==> src/rtl/core_pipe_stage_pkg.sv <==
// Shared pipeline-stage definitions: hold levels, reset constants and stage occupancy states.
// Holds the hold-level encodings driven by core_ctrl, the NOP instruction and CPU reset
// address used for bubbles, and the EMPTY/FULL1/FULL2 occupancy encoding.
package core_pipe_stage_pkg;

   // Hold-level bus from core_ctrl; higher values freeze more of the pipeline
   localparam int unsigned HoldFlagW = 3;

   localparam logic [HoldFlagW-1:0] HoldNone = 3'd0;
   localparam logic [HoldFlagW-1:0] HoldPc   = 3'd1;
   localparam logic [HoldFlagW-1:0] HoldIf   = 3'd2;
   localparam logic [HoldFlagW-1:0] HoldId   = 3'd3;
   localparam logic [HoldFlagW-1:0] HoldEx   = 3'd4;
   localparam logic [HoldFlagW-1:0] HoldMem  = 3'd5;
   localparam logic [HoldFlagW-1:0] HoldWb   = 3'd6;

   // addi x0, x0, 0
   localparam logic [31:0] InstNop       = 32'h0000_0013;
   localparam logic [31:0] CpuRstAddress = 32'h0000_0000;

   localparam int unsigned PipeStateW = 2;

   typedef enum logic [PipeStateW-1:0] {
      StEmpty = 2'd0,
      StFull1 = 2'd1,
      StFull2 = 2'd2
   } pipe_state_e;

endpackage

==> src/rtl/core_pipe_skid.sv <==
// Two-entry storage for a pipeline stage.
// MAIN feeds the stage outputs; SKID catches a word accepted while MAIN is occupied.
// Ports:
//   clk            clock, rising edge
//   rst            asynchronous reset, active-low
//   load_main      write MAIN this cycle
//   main_from_skid source for MAIN: 1 = SKID entry, 0 = din
//   load_skid      write SKID from din this cycle
//   din            incoming word
//   main_data      MAIN entry contents
//   skid_data      SKID entry contents
module core_pipe_skid #(
   parameter int unsigned      WIDTH   = 64,
   parameter logic [WIDTH-1:0] RST_VAL = '0
) (
   input  logic             clk,
   input  logic             rst,
   input  logic             load_main,
   input  logic             main_from_skid,
   input  logic             load_skid,
   input  logic [WIDTH-1:0] din,
   output logic [WIDTH-1:0] main_data,
   output logic [WIDTH-1:0] skid_data
);

   logic [WIDTH-1:0] main_d, main_q;
   logic [WIDTH-1:0] skid_d, skid_q;

   always_comb begin
      main_d = main_q;
      skid_d = skid_q;
      if (load_main) begin
         main_d = main_from_skid ? skid_q : din;
      end
      if (load_skid) begin
         skid_d = din;
      end
   end

   always_ff @(posedge clk or negedge rst) begin
      if (!rst) begin
         main_q <= RST_VAL;
         skid_q <= RST_VAL;
      end else begin
         main_q <= main_d;
         skid_q <= skid_d;
      end
   end

   assign main_data = main_q;
   assign skid_data = skid_q;

endmodule

==> src/rtl/core_pipe_stage.sv <==
// Parametrised pipeline stage register carrying {addr, inst} between two core stages.
// Valid/ready handshake on both sides, 2-entry skid buffer, flush-to-NOP and a hold level.
// Optional feature macro: CORE_PIPE_PERF_EN adds saturating stall_cnt/bubble_cnt outputs.
// Ports:
//   clk, rst                    clock (rising) / asynchronous active-low reset
//   hold_flag_in                hold level from core_ctrl; stage freezes when >= HOLD_LEVEL
//   flush_in                    discard all stage contents
//   in_valid/in_ready           producer handshake, in_addr/in_inst payload
//   out_valid/out_ready         consumer handshake, out_addr/out_inst registered payload
//   stall_cnt, bubble_cnt       (CORE_PIPE_PERF_EN only) performance counters
module core_pipe_stage
   import core_pipe_stage_pkg::*;
#(
   parameter int unsigned           ADDR_W     = 32,
   parameter int unsigned           INST_W     = 32,
   parameter logic [HoldFlagW-1:0]  HOLD_LEVEL = HoldIf,
   parameter logic [ADDR_W-1:0]     RST_ADDR   = ADDR_W'(CpuRstAddress),
   parameter logic [INST_W-1:0]     RST_INST   = INST_W'(InstNop)
) (
   input  logic                 clk,
   input  logic                 rst,
   input  logic [HoldFlagW-1:0] hold_flag_in,
   input  logic                 flush_in,
   input  logic                 in_valid,
   output logic                 in_ready,
   input  logic [ADDR_W-1:0]    in_addr,
   input  logic [INST_W-1:0]    in_inst,
   output logic                 out_valid,
   input  logic                 out_ready,
   output logic [ADDR_W-1:0]    out_addr,
   output logic [INST_W-1:0]    out_inst
`ifdef CORE_PIPE_PERF_EN
   ,
   output logic [31:0]          stall_cnt,
   output logic [31:0]          bubble_cnt
`endif
);

   localparam int unsigned Width = ADDR_W + INST_W;

   pipe_state_e state_q, state_d;

   logic             hold;
   logic             accept;
   logic             pop;
   logic             load_main;
   logic             main_from_skid;
   logic             load_skid;
   logic [Width-1:0] main_data;
   logic [Width-1:0] skid_data;

   assign hold = (hold_flag_in >= HOLD_LEVEL);

   // Both handshake outputs depend only on registered occupancy and the hold level
   assign in_ready  = (state_q != StFull2) && !hold;
   assign out_valid = (state_q != StEmpty) && !hold;

   assign accept = in_valid && in_ready;
   assign pop    = out_valid && out_ready;

   always_comb begin
      state_d        = state_q;
      load_main      = 1'b0;
      main_from_skid = 1'b0;
      load_skid      = 1'b0;
      if (flush_in) begin
         // Entries keep stale data; the EMPTY state masks it on the outputs
         state_d = StEmpty;
      end else if (!hold) begin
         unique case (state_q)
            StEmpty: begin
               if (accept) begin
                  state_d   = StFull1;
                  load_main = 1'b1;
               end
            end
            StFull1: begin
               if (accept && pop) begin
                  load_main = 1'b1;
               end else if (accept) begin
                  state_d   = StFull2;
                  load_skid = 1'b1;
               end else if (pop) begin
                  state_d = StEmpty;
               end
            end
            StFull2: begin
               // in_ready is low here, so only a pop can move the state
               if (pop) begin
                  state_d        = StFull1;
                  load_main      = 1'b1;
                  main_from_skid = 1'b1;
               end
            end
            default: state_d = StEmpty;
         endcase
      end
   end

   always_ff @(posedge clk or negedge rst) begin
      if (!rst) begin
         state_q <= StEmpty;
      end else begin
         state_q <= state_d;
      end
   end

   core_pipe_skid #(
      .WIDTH   (Width),
      .RST_VAL ({RST_ADDR, RST_INST})
   ) u_skid (
      .clk            (clk),
      .rst            (rst),
      .load_main      (load_main),
      .main_from_skid (main_from_skid),
      .load_skid      (load_skid),
      .din            ({in_addr, in_inst}),
      .main_data      (main_data),
      .skid_data      (skid_data)
   );

   // An empty stage presents a NOP bubble, never stale data
   assign {out_addr, out_inst} = (state_q == StEmpty) ? {RST_ADDR, RST_INST} : main_data;

`ifdef CORE_PIPE_PERF_EN
   logic [31:0] stall_cnt_q;
   logic [31:0] bubble_cnt_q;

   always_ff @(posedge clk or negedge rst) begin
      if (!rst) begin
         stall_cnt_q  <= '0;
         bubble_cnt_q <= '0;
      end else begin
         if (in_valid && !in_ready && (stall_cnt_q != 32'hFFFF_FFFF)) begin
            stall_cnt_q <= stall_cnt_q + 32'd1;
         end
         if (!out_valid && !hold && (bubble_cnt_q != 32'hFFFF_FFFF)) begin
            bubble_cnt_q <= bubble_cnt_q + 32'd1;
         end
      end
   end

   assign stall_cnt  = stall_cnt_q;
   assign bubble_cnt = bubble_cnt_q;
`endif

endmodule

==> config.mk <==
export PLATFORM = sky130hd
export DESIGN_NAME = core_pipe_stage
export DESIGN_NICKNAME = d
export VERILOG_FILES = /design/src/rtl/core_pipe_stage_pkg.sv /design/src/rtl/core_pipe_skid.sv /design/src/rtl/core_pipe_stage.sv
export SDC_FILE = /design/constraint.sdc
export NUM_CORES = 1
export LEC_CHECK = 0
export ABC_AREA = 1
export BUFFER_PORTS_ARGS = -buffer_cell sky130_fd_sc_hd__buf_2
export CORE_MARGIN = 5
export CORE_UTILIZATION = 43
export CTS_CLUSTER_DIAMETER = 120
export CTS_CLUSTER_SIZE = 8
export DETAILED_ROUTE_END_ITERATION = 12
export GPL_TIMING_DRIVEN = 0
export HOLD_SLACK_MARGIN = 0.08
export MAX_ROUTING_LAYER = met4
export PLACE_DENSITY = 0.62
export SLEW_MARGIN = 0
export SYNTH_ARGS = -nofsm -noshare
export SYNTH_HDL_FRONTEND = slang
export SYNTH_SLANG_ARGS = --single-unit
==> constraint.sdc <==
create_clock -name clk -period 1.95 [get_ports clk]
set_input_delay 0.585 -clock clk [delete_from_list [all_inputs] [get_ports clk]]
set_output_delay 0.585 -clock clk [all_outputs]
set_load 0.05 [all_outputs]
# Yosys cells after proc, flatten, opt, wreduce, memory -nomap -nowiden
# Cells that the tools add are included.
[op_classes]
reduce_logical = 9
n_lt_le_gt_ge = 1
eq_ne = 8
muxes = 23
[op_table]
columns = ["op", "count"]
rows = [
  ["64-bit 2-to-1 mux", 2],
  ["2-bit 2-to-1 mux", 7],
  ["1-bit 2-to-1 mux", 12],
  ["3-bit != test, second input constant", 3],
  ["2-bit one-hot mux with 3 select lines", 1],
  ["1-bit logical AND", 5],
  ["5-bit AND reduction", 1],
  ["2-bit != test, second input constant", 2],
  ["4-bit != test, second input constant", 1],
  ["3-bit by 2-bit >= comparator with 1-bit output, second input constant", 1],
  ["1-bit one-hot mux with 3 select lines", 1],
  ["2-bit by 1-bit equality test with 1-bit output, second input constant", 1],
  ["2-bit equality test, second input constant", 1],
  ["2-bit logical NOT", 1],
  ["2-bit nonzero test", 1],
  ["1-bit logical NOT", 1],
]
[totals]
in_bits = 72
out_inout_bits = 66
wordCells = 44
reg_bits = 130

# Depth between registers and ports, before layout
[logic_depth]
depth_word = 10
mapped_depth = 9
mapped_depth_nobuf = 9

# By module
# A second synthesis with hierarchy kept.
[unflattened]
cells_unflattened = 915
hier_area_um2 = 6945.4
[by_module_without_submodules]
columns = ["module", "area_per_inst_um2", "cells_each", "seq_area_each_um2", "n_inst"]
rows = [
  ["core_pipe_skid", 5820.6, 746, 3210.6, 1],
  ["core_pipe_stage", 1124.8, 169, 50.0, 1],
]

# Worst setup path after synthesis
# Ideal clock, no wire load.
[synth_path]
path_type = "reg2out"
startpoint = "reg state_q[0]"
endpoint = "out out_valid"
arrival_time_ps = 1796
n_path_buf = 1
required_ps = 1365
path_stages_with_launch = 6
setup_slack_ps = -431
cell_sequence = "dfrtp_1 -> inv_2 -> nand2_1 -> inv_2 -> buf_2 -> nor3_1"
[synth_via]
elab_chain_cells = 2
[synth_rtl]
columns = ["item", "line", "rtl"]
rows = [
  ["start, declared", "core_pipe_stage.sv:41", "pipe_state_e state_q, state_d;"],
  ["start signal, assigned", "core_pipe_stage.sv:102", "state_q <= StEmpty;"],
  ["start signal, assigned", "core_pipe_stage.sv:104", "state_q <= state_d;"],
  ["2-bit nonzero test", "core_pipe_stage.sv:56", "assign out_valid = (state_q != StEmpty) && !hold;"],
  ["1-bit logical AND", "core_pipe_stage.sv:56", ""],
  ["end, declared", "core_pipe_stage.sv:28", "output logic out_valid,"],
]
# No other way between the ends.

# Worst setup path after layout
[layout_path]
startpoint = "reg state_q[0]"
endpoint = "out out_addr[21]"
[layout_via]
elab_chain_cells = 2
[layout_rtl]
columns = ["item", "line", "rtl"]
rows = [
  ["2-bit logical NOT", "core_pipe_stage.sv:123", "assign {out_addr, out_inst} = (state_q == StEmpty) ? {RST_ADDR, RST_INST} : main_data;"],
  ["64-bit 2-to-1 mux", "core_pipe_stage.sv:123", ""],
  ["end, declared", "core_pipe_stage.sv:30", "output logic [ADDR_W-1:0] out_addr,"],
]
# No other way between the ends.

==> impl_results.md <==
- Synth Flop Type: dfrtp_1
- First-pass GRT wire length: around 30,000 µm
- Post-Route WL: about 18,000 µm
- Total GRT Usage: between 20 and 25%
- Cell count after synthesis: slightly above 900
- Post-synthesis register bit count: 130
- Met2 usage: 34.4%
- Final worst-path cycle share: 113%
- Leakage: between 5 and 6 nW
- Top cell type's share of synthesized area: a little under half
- CP peak stage delay: 420 ps
- Slew at the pin with the worst max-slew slack: ~510 ps
- DRT iter0 DRCs: 359
- Final Instance Count excl. Fillers: approximately 1,300
- Crit path max-delay family: buffers and inverters
- Yosys Warn Count: 0
- H-tree levels: 4
- Largest net degree at the start of global routing: 80
- Worst Path Buf+Inv: 5
- Layout cells sized above 1: slightly below 30%
- Max-Cap Viols: 0
- Layout area overhead: 42.7%
- Clk Latency, worst-skew pair: about 410 ps
- Asr flop ratio synth: 100%
- Status: finished, violations left
- RSZ-0062 raised after global routing: yes
- Final nets: roughly 1,200
- Critical path cell sequence: inv_2, nand2_4, inv_8, buf_12, clkbuf_16, nor2_4, buf_6
- Number of antenna diodes: 0
- Worst Path Max Fanout: 6
- Final setup violation count: 66
- Syn avg cell area: 7.17 µm²
- Hold-fix buffers, CTS: 0
- Synth area leaders: dfrtp_1 (47%), nand2_1 (19%), inv_1 (11%)
- Min Hold Slack: ~120 ps
- Antenna Violating Nets Remaining: 0
- Final worst-path setup slack: -258 ps
- Skew final: around 6.9 ps
- Total core area: approximately 0.015 mm²
- GR Layer Usage met1: between 20% and 30%
- Wire length per cell: ~14 µm
- Vias in the first global route: slightly below 6,000
- Pwr dens: roughly 1200 mW/mm²
- WP data required: between 1000 and 1500 ps
- Most frequent cells after synthesis: nand2_1 (331), inv_1 (194), dfrtp_1 (124)
- Sequential share of the synthesized area: slightly below 50%
- Total CTS buffers: 17
- Initial antenna violation count: 0
- Post-Synthesis Cell Area: 0.00659 mm²
- CTS tree: done
- Number of remaining DRC errors: 0
- First drt pass iteration count: 5
- Slowest-stage cell, CP: dfrtp_2
- Crit end category: primary output
- Vias per inst: 4.58
- Netlist cell types: 20
- Crit path kind: flop to primary output
- Detailed placement HPWL: about 11,000 µm
- Clock sink total: 130
- # port buffers: 136
- Placed instance count: ~1,200
- Fmax: 453 MHz
- Startpoint types: flop
- Root buffer cell: clkbuf_16
- Vias: 5,939
- Grt ovf: 0
- Fin. max-slew vios: 0
- EDFF count, synth: 0
- Worst-path clk slew: ~50 ps
- VDD IR-drop max: 0.725 mV
- Clock Tree Buf Depth: 2
- Failing checks: setup timing
- Setup_tns: -14,500 ps
- IO Pins: 138
- GRT met3 Usage: 3.86%
- # rows: between 40 and 50
- Final Hold Viols: 0
- Rel. slew slack: 65.7%
- Fin crit period: approximately 2200 ps
- Die H: approximately 130 µm
- Place WS: -403 ps
- Most used routing layer: met2
- Placer Congestion: just under 0.8
- Die W: around 130 µm
- Die area: ~0.018 mm²
- Count leader, synth: nand2_1
- Syn nets: about 990
- Largest area contributor in the netlist: dfrtp_1
- Worst EP arrival: about 1600 ps
- Hold crit path type: primary input to async pin
- Initial core utilization: about 44%
area by class of cell:
| cell class | instances | area (µm²) |
|---|---|---|
| fillers | 1351 | 5740 |
| flip-flops and latches | 130 | 3260 |
| multi-input cells | 543 | 2620 |
| repair buffers | 157 | 1420 |
| inverters | 199 | 759 |
| plain buffers | 47 | 534 |
| clock buffers | 18 | 429 |
| well taps | 188 | 235 |
| clock inverters | 14 | 141 |
| repair inverters | 1 | 6.26 |
per-stage QoR:
step                      power, mW  util (%)  area, µm²
after floorplan                6.41         -       6620
after global placement         7.09      49.8       7540
after detailed placement       7.15      50.0       7570
after CTS                      11.4      61.2       9270
after global routing           12.1      62.1       9410
final                          11.3      62.1       9410
worst reg2reg max path, cell delays in order (launching register included):
cell and delay, ps:
dfrtp_1 380, inv_2 70, buf_4 130, buf_4 120, buf_4 140, nor2_4 80
a31oi_2 50, nor2_4 270, clkinv_4 180, buf_4 210, nand2_1 70, nand2_1 50
path summary, 6_finish.rpt:
check                                       end           startpoint  slack, ps  depth (start not counted)
hold / removal             u_skid.main_data[11]                  rst        120                          1
min in group clk            u_skid.skid_data[1]           in_inst[1]        390                          3
setup / recovery                   out_addr[21]           state_q[0]       -260                          7
max in group asynchronous   u_skid.skid_data[1]                  rst       1040                          2
setup reg to reg           u_skid.main_data[13]           state_q[1]         90                         11
hold reg to reg             u_skid.main_data[4]  u_skid.main_data[4]        470                          2
flip-flops by register name (all words and copies together), names as in the netlist:
name	count
u_skid.main_data	64
u_skid.skid_data	64
state_q	2
kinds of logic after synthesis:
kind of cell / count (synthesis) / synth area share (%)
simple gates: 477 / 29.0
flops: 130 / 49.5
compound gates: 66 / 5.03
buf+inv: 246 / 16.5
metal layers:
layer | part of all wire (%) | vias up
met5 | 0 | -
met4 | 0.69 | 0
met3 | 3.3 | 11
met2 | 49 | 123
met1 | 47 | 2749
li1 | - | 3056
layout by cell type (no fill, tap or decap), drive strengths merged:
master / count
clkbuf: 37
bufinv: 2
nor3: 2
inv: 199
nand2: 331
clkinv: 9
dfrtp: 124
buf: 185
dfstp: 6
nor2: 69
clkinvlp: 4
nand3: 68
nand4: 4
or2: 3
a31oi: 1
o21ai: 65
timing repair:
item | 4_1_cts | 5_1_grt
resized for setup | 262 | 28
setup buffers | 12 | 3
endpoints found under the setup margin | 66 | 195
pin swaps | 3 | 3
cloned | 6 | 4
hold endpoints to repair | 0 | 0
power breakdown:
| group | leakage (nW) | internal, mW | switching [mW] |
|---|---|---|---|
| clock | 0.271 | 1.87 | 1.21 |
| combinational | 3.17 | 1.62 | 2.48 |
| sequential | 1.58 | 3.79 | 0.374 |
Power figures use the tool's default switching activity.
